<file path="config.mk">
export PLATFORM = sky130hd
export DESIGN_NAME = calc_command_issuer
export DESIGN_NICKNAME = d
export VERILOG_FILES = /design/src/rtl/calc_pkg.sv /design/src/rtl/calc_command_issuer.sv
export SDC_FILE = /design/constraint.sdc
export NUM_CORES = 1
export LEC_CHECK = 0
export ABC_AREA = 1
export CELL_PAD_IN_SITES_DETAIL_PLACEMENT = 0
export CELL_PAD_IN_SITES_GLOBAL_PLACEMENT = 1
export CORE_ASPECT_RATIO = 0.8
export CORE_MARGIN = 3
export CORE_UTILIZATION = 30
export DETAILED_ROUTE_END_ITERATION = 7
export PLACE_DENSITY_LB_ADDON = 0.08
export SLEW_MARGIN = 20
export SYNTH_ARGS = -nofsm -noshare
export SYNTH_HDL_FRONTEND = slang
export SYNTH_SLANG_ARGS = --single-unit
</file>
<file path="constraint.sdc">
create_clock -name clk -period 1.55 [get_ports clk]
set_input_delay 0.155 -clock clk [delete_from_list [all_inputs] [get_ports clk]]
set_output_delay 0.155 -clock clk [all_outputs]
set_load 0.02 [all_outputs]
</file>
<file path="src/rtl/calc_pkg.sv">
// Shared definitions for the calculator command issuer: op codes, word width,
// FSM state encoding and the push byte-count helper.
package calc_pkg;

    localparam int CALC_WORD = 32;

    localparam logic [2:0] ADD  = 3'd0;
    localparam logic [2:0] SUB  = 3'd1;
    localparam logic [2:0] MUL  = 3'd2;
    localparam logic [2:0] DIV  = 3'd3;
    localparam logic [2:0] MOD  = 3'd4;
    localparam logic [2:0] POP  = 3'd5;
    localparam logic [2:0] DUP  = 3'd6;
    localparam logic [2:0] SWAP = 3'd7;

    typedef enum logic [2:0] {
        IDLE,
        ISSUE,
        WAIT,
        CHECK,
        DONE
    } calc_state_t;

    // Fewest bytes whose upper zeros can be dropped; negatives always need 4.
    function automatic logic [2:0] byte_count(input logic [CALC_WORD-1:0] v);
        if (v[31:8] == 24'h0)
            return 3'd1;
        else if (v[31:16] == 16'h0)
            return 3'd2;
        else if (v[31:24] == 8'h0)
            return 3'd3;
        else
            return 3'd4;
    endfunction

endpackage

</file>
<file path="src/rtl/calc_command_issuer.sv">
// Turns push/op requests into paced one-cycle calculator command strobes,
// checking the calculator error bit after every command.
module calc_command_issuer
    import calc_pkg::*;
#(
    parameter int CMD_GAP = 48
) (
    input  logic                 clk,
    input  logic                 reset,
    input  logic                 req_valid,
    output logic                 req_ready,
    input  logic                 req_is_push,
    input  logic [CALC_WORD-1:0] req_value,
    input  logic [2:0]           req_op,
    output logic                 push_num,
    output logic                 shift_and_push,
    output logic                 do_other_op,
    output logic [7:0]           input_number,
    output logic [2:0]           other_op_code,
    input  logic                 calc_error_bit,
    input  logic [CALC_WORD-1:0] calc_out_num,
    output logic                 busy,
    output logic                 done,
    output logic                 resp_error,
    output logic [CALC_WORD-1:0] resp_out_num
);

    calc_state_t          state_reg, state_next;
    logic                 is_push_reg;
    logic                 first_reg;
    logic [CALC_WORD-1:0] shift_reg;
    logic [2:0]           op_reg;
    logic [1:0]           rem_reg;
    logic [7:0]           gap_cnt_reg;
    logic                 err_reg;
    logic                 resp_error_reg;
    logic [CALC_WORD-1:0] resp_out_num_reg;

    logic                 accept;
    logic                 last_cmd;
    logic [2:0]           req_bytes;
    logic [CALC_WORD-1:0] req_aligned;

    assign accept   = req_valid & req_ready;
    assign last_cmd = calc_error_bit | (rem_reg == 2'd0);

    // Left-align the significant bytes so the next byte is always [31:24].
    always_comb begin
        req_bytes   = byte_count(req_value);
        req_aligned = req_value;
        case (req_bytes)
            3'd1:    req_aligned = {req_value[7:0], 24'h0};
            3'd2:    req_aligned = {req_value[15:0], 16'h0};
            3'd3:    req_aligned = {req_value[23:0], 8'h0};
            default: req_aligned = req_value;
        endcase
    end

    always_ff @(posedge clk) begin
        if (reset)
            state_reg <= IDLE;
        else
            state_reg <= state_next;
    end

    always_comb begin
        state_next     = state_reg;
        push_num       = 1'b0;
        shift_and_push = 1'b0;
        do_other_op    = 1'b0;
        done           = 1'b0;
        busy           = (state_reg != IDLE);
        req_ready      = (state_reg == IDLE) & ~reset;
        case (state_reg)
            IDLE: begin
                if (req_valid && req_ready)
                    state_next = ISSUE;
            end
            ISSUE: begin
                push_num       = is_push_reg & first_reg;
                shift_and_push = is_push_reg & ~first_reg;
                do_other_op    = ~is_push_reg;
                state_next     = WAIT;
            end
            WAIT: begin
                if (gap_cnt_reg == 8'd0)
                    state_next = CHECK;
            end
            CHECK: begin
                state_next = last_cmd ? DONE : ISSUE;
            end
            DONE: begin
                done       = 1'b1;
                state_next = IDLE;
            end
            default: state_next = IDLE;
        endcase
        // Registers only clear at the edge, so mask outputs for the whole reset cycle.
        if (reset) begin
            push_num       = 1'b0;
            shift_and_push = 1'b0;
            do_other_op    = 1'b0;
            done           = 1'b0;
            busy           = 1'b0;
        end
    end

    always_ff @(posedge clk) begin
        if (reset) begin
            is_push_reg      <= 1'b0;
            first_reg        <= 1'b0;
            shift_reg        <= '0;
            op_reg           <= 3'd0;
            rem_reg          <= 2'd0;
            gap_cnt_reg      <= 8'd0;
            err_reg          <= 1'b0;
            resp_error_reg   <= 1'b0;
            resp_out_num_reg <= '0;
        end else begin
            case (state_reg)
                IDLE: begin
                    if (accept) begin
                        is_push_reg <= req_is_push;
                        first_reg   <= 1'b1;
                        shift_reg   <= req_is_push ? req_aligned : '0;
                        op_reg      <= req_is_push ? 3'd0 : req_op;
                        rem_reg     <= req_is_push ? 2'(req_bytes - 3'd1) : 2'd0;
                    end
                end
                ISSUE: begin
                    first_reg   <= 1'b0;
                    gap_cnt_reg <= 8'(CMD_GAP - 1);
                end
                WAIT: begin
                    if (gap_cnt_reg != 8'd0)
                        gap_cnt_reg <= gap_cnt_reg - 8'd1;
                end
                CHECK: begin
                    err_reg <= calc_error_bit;
                    if (!last_cmd) begin
                        shift_reg <= {shift_reg[23:0], 8'h0};
                        rem_reg   <= rem_reg - 2'd1;
                    end
                end
                DONE: begin
                    resp_error_reg   <= err_reg;
                    resp_out_num_reg <= calc_out_num;
                end
                default: ;
            endcase
        end
    end

    assign input_number  = reset ? 8'h00 : shift_reg[31:24];
    assign other_op_code = reset ? 3'd0  : op_reg;
    assign resp_error    = reset ? 1'b0  : resp_error_reg;
    assign resp_out_num  = reset ? '0    : resp_out_num_reg;

endmodule

</file>
Word level (Yosys, flattened, before mapping)
Cells that the tools add are included.
W data, S select, Z words.
Word-level totals
  bits in registers: 84
  input port bits: 72
  output and inout bits: 50
  logic and storage cells: 84
Operators by class
  add/subtract/negate cells: 3
  eq/ne operators: 12
  multiplexer cells: 34
  bitwise operators: 8
  reduce and logical (&&, ||, !) cells: 17
Operator list (number)
  $mux W32: 4
  $pmux W32 S3: 1
  $pmux W32 S2: 1
  $logic_not A24 Y1: 1
  $mux W3: 8
  $logic_not A16 Y1: 1
  $logic_not A8 Y1: 2
  $mux W8: 2
  $pmux W8 S2: 1
  $eq A3 B2 Y1 const B: 4
  $pmux W3 S4: 1
  $mux W1: 11
  $ne A2 B2 Y1 const B: 4
  $reduce_and A2 Y1: 4
  $reduce_bool A8 Y1: 1
  $sub A8 B1 Y8 const B: 1
  $eq A3 B1 Y1 const B: 2
  $mux W2: 3
  $reduce_bool A2 Y1: 3
  $and A1 B1 Y1: 4
  $pmux W2 S2: 1
  $sub A2 B1 Y2 const B: 2
  $eq A3 B3 Y1 const B: 1
  $logic_not A3 Y1: 1
  8 further kinds: 10

Depth between registers and ports, before layout
Gate-level depths: netlist of run 1.
  word-level depth: 9
  depth in mapped cells: 11

Worst setup path after synthesis of run 1
OpenSTA, ideal clock, no wires.
  kind: register -> register
  start point: register rem_reg[0]
  end point: register shift_reg[7]
  setup time: 128 ps
  arrival: 1342 ps
  path slack: 80 ps
  cell stages (with the launch flop): 11
  buffers on the path: 2
  path through: dfxtp_1 -> inv_1 -> ha_1 -> nor2_1 -> nor2_1 -> nor2_2 -> o21ai_2 -> buf_6 -> buf_6 -> a21oi_1 -> nor2_1
Between the ends
  cells in the longest elaborated chain, start to end: 4
Ends and longest elaborated chain
  from (decl): RTL line calc_command_issuer.sv:33  | logic [1:0] rem_reg;
  from (signal assigned): RTL line calc_command_issuer.sv:127  | rem_reg <= req_is_push ? 2'(req_bytes - 3'd1) : 2'd0;
  from (signal assigned): RTL line calc_command_issuer.sv:142  | rem_reg <= rem_reg - 2'd1;
  $logic_not A2 Y1: RTL line calc_command_issuer.sv:45  | assign last_cmd = calc_error_bit | (rem_reg == 2'd0);
  $or A1 B1 Y1: RTL line calc_command_issuer.sv:45
  $ne A2 B2 Y1 (no source line)
  $reduce_and A3 Y1 (no source line)
  to (signal assigned): RTL line calc_command_issuer.sv:125  | shift_reg <= req_is_push ? req_aligned : '0;
  to (signal assigned): RTL line calc_command_issuer.sv:141  | shift_reg <= {shift_reg[23:0], 8'h0};
  to (decl): RTL line calc_command_issuer.sv:31  | logic [CALC_WORD-1:0] shift_reg;
Every way passes these cells.
A chain may end at the register's enable or synchronous reset.

Worst setup path after layout of run 1
  start point: register state_reg[1]
  end point: register shift_reg[1]
Between the ends
  cells in the longest elaborated chain, start to end: 5
  elaborated cells between the ends (all ways): 9
  classes of those cells: eq/ne (3); mux (1); bitwise (2); reduce/logical (3)
Ends and longest elaborated chain
  from (decl): RTL line calc_command_issuer.sv:28  | calc_state_t state_reg, state_next;
  from (signal assigned): RTL line calc_command_issuer.sv:63  | state_reg <= state_next;
  $logic_not A3 Y1: RTL line calc_command_issuer.sv:73, calc_command_issuer.sv:120
  $and A1 B1 Y1: RTL line calc_command_issuer.sv:73  | req_ready = (state_reg == IDLE) & ~reset;
  $and A1 B1 Y1: RTL line calc_command_issuer.sv:44  | assign accept = req_valid & req_ready;
  $ne A2 B2 Y1 (no source line)
  $reduce_and A3 Y1 (no source line)
Several ways; a longest one is shown, not always the timed one.

==> run metrics, run 1 <==
die area=between 0.015 and 0.02 mm2; initial drt markers=between 200 and 300; TritonCTS Buffers=9; Reg2Reg Depth=10; P&R area growth vs syn=55.80%; DR pass1 iterations=6; critical-path cell list=buf_6, nor2_4, nand2_4, buf_6, o21ai_4, clkinv_4, clkbuf_16, o21ai_2, o21ai_1, nor2_1; nets=between 800 and 900; Mapped Cells=approximately 620; largest net degree at the start of global routing=35; Layout Cells excl Fill=a little under 1000; syn avg cell area=6.804 um2; Worst-path clk slew=about 60 ps; vias in the first global route=between 4000 and 5000; Arrival @ worst endpoint=roughly 1900 ps; leakage=about 3.1 nW; # IOs=122; worst setup margin=-96.09 ps; RR Endpoint=shift_reg[1]$_SDFFE_PP0P_; via/cell ratio=4.674; DP HPWL=roughly 10 mm; Core Area=~0.014 mm2; status=finished, violations left; final worst-path cycle share=106.2%; later-pin clock latency in the skew report=340 ps; Die Span Y=between 100 and 150 um; Worst Path Max Fanout=7; clock skew=between 2 and 2.5 ps; ant diodes=0; Crit path required time=1830 ps; max_cap viols=0; RD Place Congestion=0.8450; CTS tree=built; Antenna Nets Post-Route=0; layout cells sized above 1=19.80%; # setup viols final=38; pwr/cell area=1243 mW/mm2; post-synthesis sequential area ratio=between 40% and 50%; gr ovfl total=0; drc violations=0; placed cells=approximately 960; crit path capture type=flip-flop; htree depth=3; # port buffers=approximately 120; Synth cell types=36; CP peak stage delay=about 330 ps; Worst setup startpoint=state_reg[1]$_SDFFE_PP0P_; TritonCTS sink count=84; starting density of the core=30.76%; Die Wd=~140 um; RSZ-0062 raised after global routing=yes; Slew HR=between 70% and 80%; clock root cell=clkbuf_16; final hold vios=0; failing checks=negative setup slack; Synth warnings=0; Slew Limit Fails=0; hold-fix buffers at CTS=0; crit path time final=roughly 1600 ps; Hold Crit Start=reset; kind of critical path=flip-flop to flip-flop; Routed WL per cell=~14 um; first-pass GRT wire length=21.71 mm; initial antenna violation count=0; maximum VDD drop=0.6710 mV; Synth Flop Type=dfxtp_1; Hold Path Sink=shift_reg[7]$_SDFFE_PP0P_; number of enable flip-flop cells after synthesis=0; GRT Total Usage=between 10% and 20%; Placement Setup Slack=-320.2 ps; syn nets=slightly below 700; deepest clock path buffer count=2; cell mode on critical path=buf_6; post-synthesis register bit count=84; row count=38; Final TNS setup=-2501 ps; Slew @ Worst Pin=approximately 430 ps; RR Startpoint=state_reg[1]$_SDFFE_PP0P_; Min-Delay Path Class=input port to flip-flop; cell area after synthesis=0.004198 mm2; post-layout power=0.008132 W; Peak Freq=607.5 MHz; WL final=around 13 mm; Hold Path Depth=3; Worst Setup Start Kind=flip-flop; CP max stage cell=dfxtp_2; Post-synth ARST share=0%; total number of vias=approximately 4600; reg-to-reg slack, setup=-100 ps
## synthesized netlist by cell type (5+ instances only)
library cell  number  area [um2]
nand3_1            6       30.03
nor2_1            99       371.6
clkbuf_1          10       37.54
buf_1              5       18.77
inv_1            111       416.7
buf_2              7       35.03
buf_6              5       56.30
o22ai_1           36       225.2
nor3_1             5       25.02
nand2_1           70       262.8
o21ai_0           54       270.3
a21oi_1           59       295.3
nand4_1           12       75.07
o21ai_1           13       65.06
dfxtp_1           84        1682
## worst max-delay path: cells and delay by family (launching register included)
family                 cells  cell delay (ps)
AO/OA/AOI/OAI              3              350
flip-flops                 1              330
AND/OR/NAND/NOR            3              290
buffers and inverters      4              600
## cell type report
type                       instances  area (um2)
clock buffer                      11       242.7
inverter                         117       446.7
multi-input combinational        387        2098
sequential                        84        1685
fill                            1365        7106
tap                              180       225.2
timing repair buffer             194        1814
clock inverter                     5       27.53
## cell usage in the layout, fill, tap and decap left out, drive strengths merged, types with 13 or more instances in the layout
| cell type | netlist | final |
|---|---|---|
| nand4 | 14 | 14 |
| dfxtp | 84 | 84 |
| nor2 | 105 | 105 |
| a21oi | 59 | 59 |
| buf | 17 | 78 |
| dlygate4sd2 | 0 | 44 |
| inv | 115 | 114 |
| nand2 | 72 | 72 |
| o21ai | 68 | 68 |
| clkbuf | 12 | 13 |
| o22ai | 36 | 36 |
| clkdlybuf4s50 | 0 | 70 |
## cell families (layout without fill, tap and decap cells)
kind of cell / count (synthesis) / count (layout) / share of synthesized area, %
and+or+nand+nor: 207 / 207 / 21.40
xor gates and xnor gates: 5 / 5 / 1.043
adders and majority gates: 3 / 3 / 0.8943
buffers and inverters: 146 / 327 / 14.28
DFF: 84 / 84 / 40.06
AOI/OAI and AO/OA: 172 / 172 / 22.32
## worst max-delay path by stage
| stage | end | cells past startpoint |
|---|---|---|
| 3_5_place_dp | shift_reg[19]$_SDFFE_PP0P_ | 10 |
| 3_3_place_gp | shift_reg[19]$_SDFFE_PP0P_ | 10 |
| 6_report | shift_reg[1]$_SDFFE_PP0P_ | 10 |
| 4_1_cts | shift_and_push | 5 |
| 5_1_grt | shift_reg[1]$_SDFFE_PP0P_ | 12 |
| 2_1_floorplan | shift_reg[7]$_SDFFE_PP0P_ | 10 |
## power by group
group / leakage [nW] / internal, W / switching (W) / total [W]
sequential: 0.687 / 0.00262 / 0.000300 / 0.00292
combinational: 2.30 / 0.00155 / 0.00170 / 0.00325
clock: 0.135 / 0.00112 / 0.000852 / 0.00197
total: 3.12 / 0.00528 / 0.00285 / 0.00813
## what timing repair did
action	4_1_cts	5_1_grt
pin swaps	6	8
gates resized for setup	126	40
setup buffers	1	2
endpoints found under the setup margin	87	46
cloned	1	2
## metrics by stage
| step | instance area [um2] | hold slack (ps) | utilization (%) |
|---|---|---|---|
| after detailed placement | 6040 | 456.0 | 44.26 |
| after CTS | 6347 | 276.1 | 46.52 |
| after floorplan | 4198 | 280.5 | - |
| after global routing | 6540 | 305.9 | 47.93 |
| after global placement | 6040 | 444.9 | 44.26 |
| final | 6540 | 300.5 | 47.93 |
## layer usage
metal | wire length (um) | track usage (%)
met2 | 5893 | 25.52
met1 | 6733 | 24.14
met3 | 698 | 4.895
met4 | 113 | 3.423
met5 | 0 | 0
No activity file was read; power rests on OpenSTA's default activity.
==> run 2: changes to the inputs <==
--- a/config.mk
+++ b/config.mk
@@ -12,7 +12,9 @@
 export CORE_MARGIN = 3
 export CORE_UTILIZATION = 30
 export DETAILED_ROUTE_END_ITERATION = 7
+export HOLD_SLACK_MARGIN = 0.06
 export PLACE_DENSITY_LB_ADDON = 0.08
+export SETUP_SLACK_MARGIN = 0.02
 export SLEW_MARGIN = 20
 export SYNTH_ARGS = -nofsm -noshare
 export SYNTH_HDL_FRONTEND = slang
==> run 2 against run 1 <==
The run still ends with negative setup slack left. Clock-buffer cell count did not move. First-iteration DRC count grew 1.8%. Register-to-register slack better by 80 ps. Via count grew 0.66%. Setup slack better by 76 ps. Sequential power is essentially flat. Maximum frequency rose by 4.8%. Global-route usage up 0.18 points. Sequential cell count is the same. Largest power group unchanged.
==> run metrics, run 2 (synthesis gave the netlist of run 1 again) <==
status=finished, violations left; failing checks=negative setup slack; max_cap viols=0; ant diodes=0; maximum VDD drop=just under 0.7 mV; commonest non-fill, non-tap cell in the layout=inv_1; P&R area growth vs syn=56.13%; vias in the first global route=4426; first-pass GRT wire length=between 20 and 25 mm; clock skew=roughly 3.6 ps; clock root cell=clkbuf_16; final hold vios=0; Hold Path Depth=3; register share of total power=36.3%; largest net degree at the start of global routing=35; Hold WS=302.2 ps; Psw=0.002827 W; kind of critical path=flip-flop to flip-flop; logic gate share of total power=~39%; initial drt markers=between 200 and 300; total number of vias=between 4000 and 5000; Antenna Nets Post-Route=0; nets=approximately 870; TritonCTS sink count=84; starting density of the core=30.76%; leakage=3.108 nW; Peak Freq=about 640 MHz; DP HPWL=between 9 and 10 mm; reg-to-reg slack, setup=-20 ps; row count=38; GRT Total Usage=approximately 17%; later-pin clock latency in the skew report=roughly 330 ps; Reg2Reg Depth=9; cell internal pwr=between 0.005 and 0.006 W; # setup viols final=3; deepest clock path buffer count=2; drc violations=0; htree depth=3; initial antenna violation count=0; Worst Path Max Fanout=20; Routed WL per cell=around 14 um; gr ovfl total=0; Sw Share=a little over a third; most frequent cells in the layout=109 x inv_1, 89 x nor2_1, 80 x dfxtp_1, 70 x clkdlybuf4s50_1, 66 x nand2_1; TritonCTS Buffers=9; layout cells sized above 1=a little over a fifth; Min-Delay Path Class=input port to flip-flop; Slew @ Worst Pin=403.0 ps; Crit path required time=roughly 1800 ps; Worst-path clk slew=60 ps; via/cell ratio=roughly 4.7; Slew HR=73.13%; pwr/cell area=between 1000 and 1500 mW/mm2; Die Wd=roughly 140 um; Arrival @ worst endpoint=~1800 ps; WL final=13.35 mm; final core utilization=48.03%; clock group share of total power=24.5%; die area=~0.015 mm2; # port buffers=between 100 and 150; crit path capture type=flip-flop; Worst Setup Start Kind=flip-flop; DR pass1 iterations=5; final worst-path cycle share=101.3%; worst setup margin=-20.52 ps; # IOs=about 120; Core Area=0.01365 mm2; Die Span Y=111.8 um; RSZ-0062 raised after global routing=yes; RD Place Congestion=about 0.85; CTS tree=built; Slew Limit Fails=0; crit path time final=between 1500 and 2000 ps
==> run 2: changes by cell type in the layout (fill, tap and decap cells not counted), sizes merged <==
cell | before | now
clkbuf | 13 | 11
clkinv | 7 | 5
inv | 114 | 116
buf | 78 | 79
==> run 2: metal layers <==
layer  global-route usage (%)  wire length, um  vias to the layer above
li1                         -                -                     2355
met1                    24.31             6564                     2142
met2                    25.94             5965                       94
met3                    4.895              713                       10
met4                    3.423              109                        0
met5                        0                0                        -
==> run 2: cell type report <==
type | instances | area [um2]
clock buffer | 11 | 242.7
fill | 1369 | 7092
tap | 180 | 225.2
multi-input combinational | 387 | 2146
inverter | 117 | 450.4
timing repair buffer | 193 | 1775
sequential | 84 | 1687
clock inverter | 5 | 27.53
==> run 2: power by group through the flow <==
stage | Sequential, W | Combinational [W] | Clock, W
final | 0.00291 | 0.00315 | 0.00196
after global routing | 0.00297 | 0.00352 | 0.00214
after CTS | 0.00287 | 0.00292 | 0.00204
after detailed placement | 0.00288 | 0.00269 | 0
after global placement | 0.00289 | 0.00267 | 0
after floorplan | 0.00283 | 0.00165 | 0
==> run 2: through the flow <==
step                cells  instance area, um2  setup TNS (ps)  setup WS (ps)  power (W)
finish                977                6554          -25.39         -20.52   0.008031
global route          977                6554           -1973         -93.25   0.008627
CTS                   975                6377          -28.22         -16.02   0.007830
detailed placement    956                6040           -8513         -320.2   0.005568
global placement      956                6040           -8001         -255.8   0.005557
floorplan             617                4198               0          79.97   0.004477
==> run 2: what timing repair did <==
action / 4_1_cts / 5_1_grt
buffers inserted: 2 / 2
gates resized for setup: 127 / 58
pin swaps: 8 / 2
endpoints found under the setup margin: 88 / 50
cloned: 1 / 0
hold buffers: 0 / 0
==> run 2: worst max-delay path, stage by stage (launching register included) <==
cell and delay (ps):
dfxtp_2 320, buf_6 120, nor2_4 130, nand2_4 90, buf_6 130, o21ai_4 200
inv_4 90, buf_12 160, o21ai_1 160, a21oi_2 40
==> run 2: worst paths after layout <==
| path | from | endpoint |
|---|---|---|
| max | state_reg[0]$_SDFFE_PP0P_ | shift_reg[9]$_SDFFE_PP0P_ |
| max reg2reg | state_reg[0]$_SDFFE_PP0P_ | shift_reg[9]$_SDFFE_PP0P_ |
| min | reset | shift_reg[7]$_SDFFE_PP0P_ |
| min reg2reg | gap_cnt_reg[0]$_SDFFE_PP0P_ | gap_cnt_reg[0]$_SDFFE_PP0P_ |
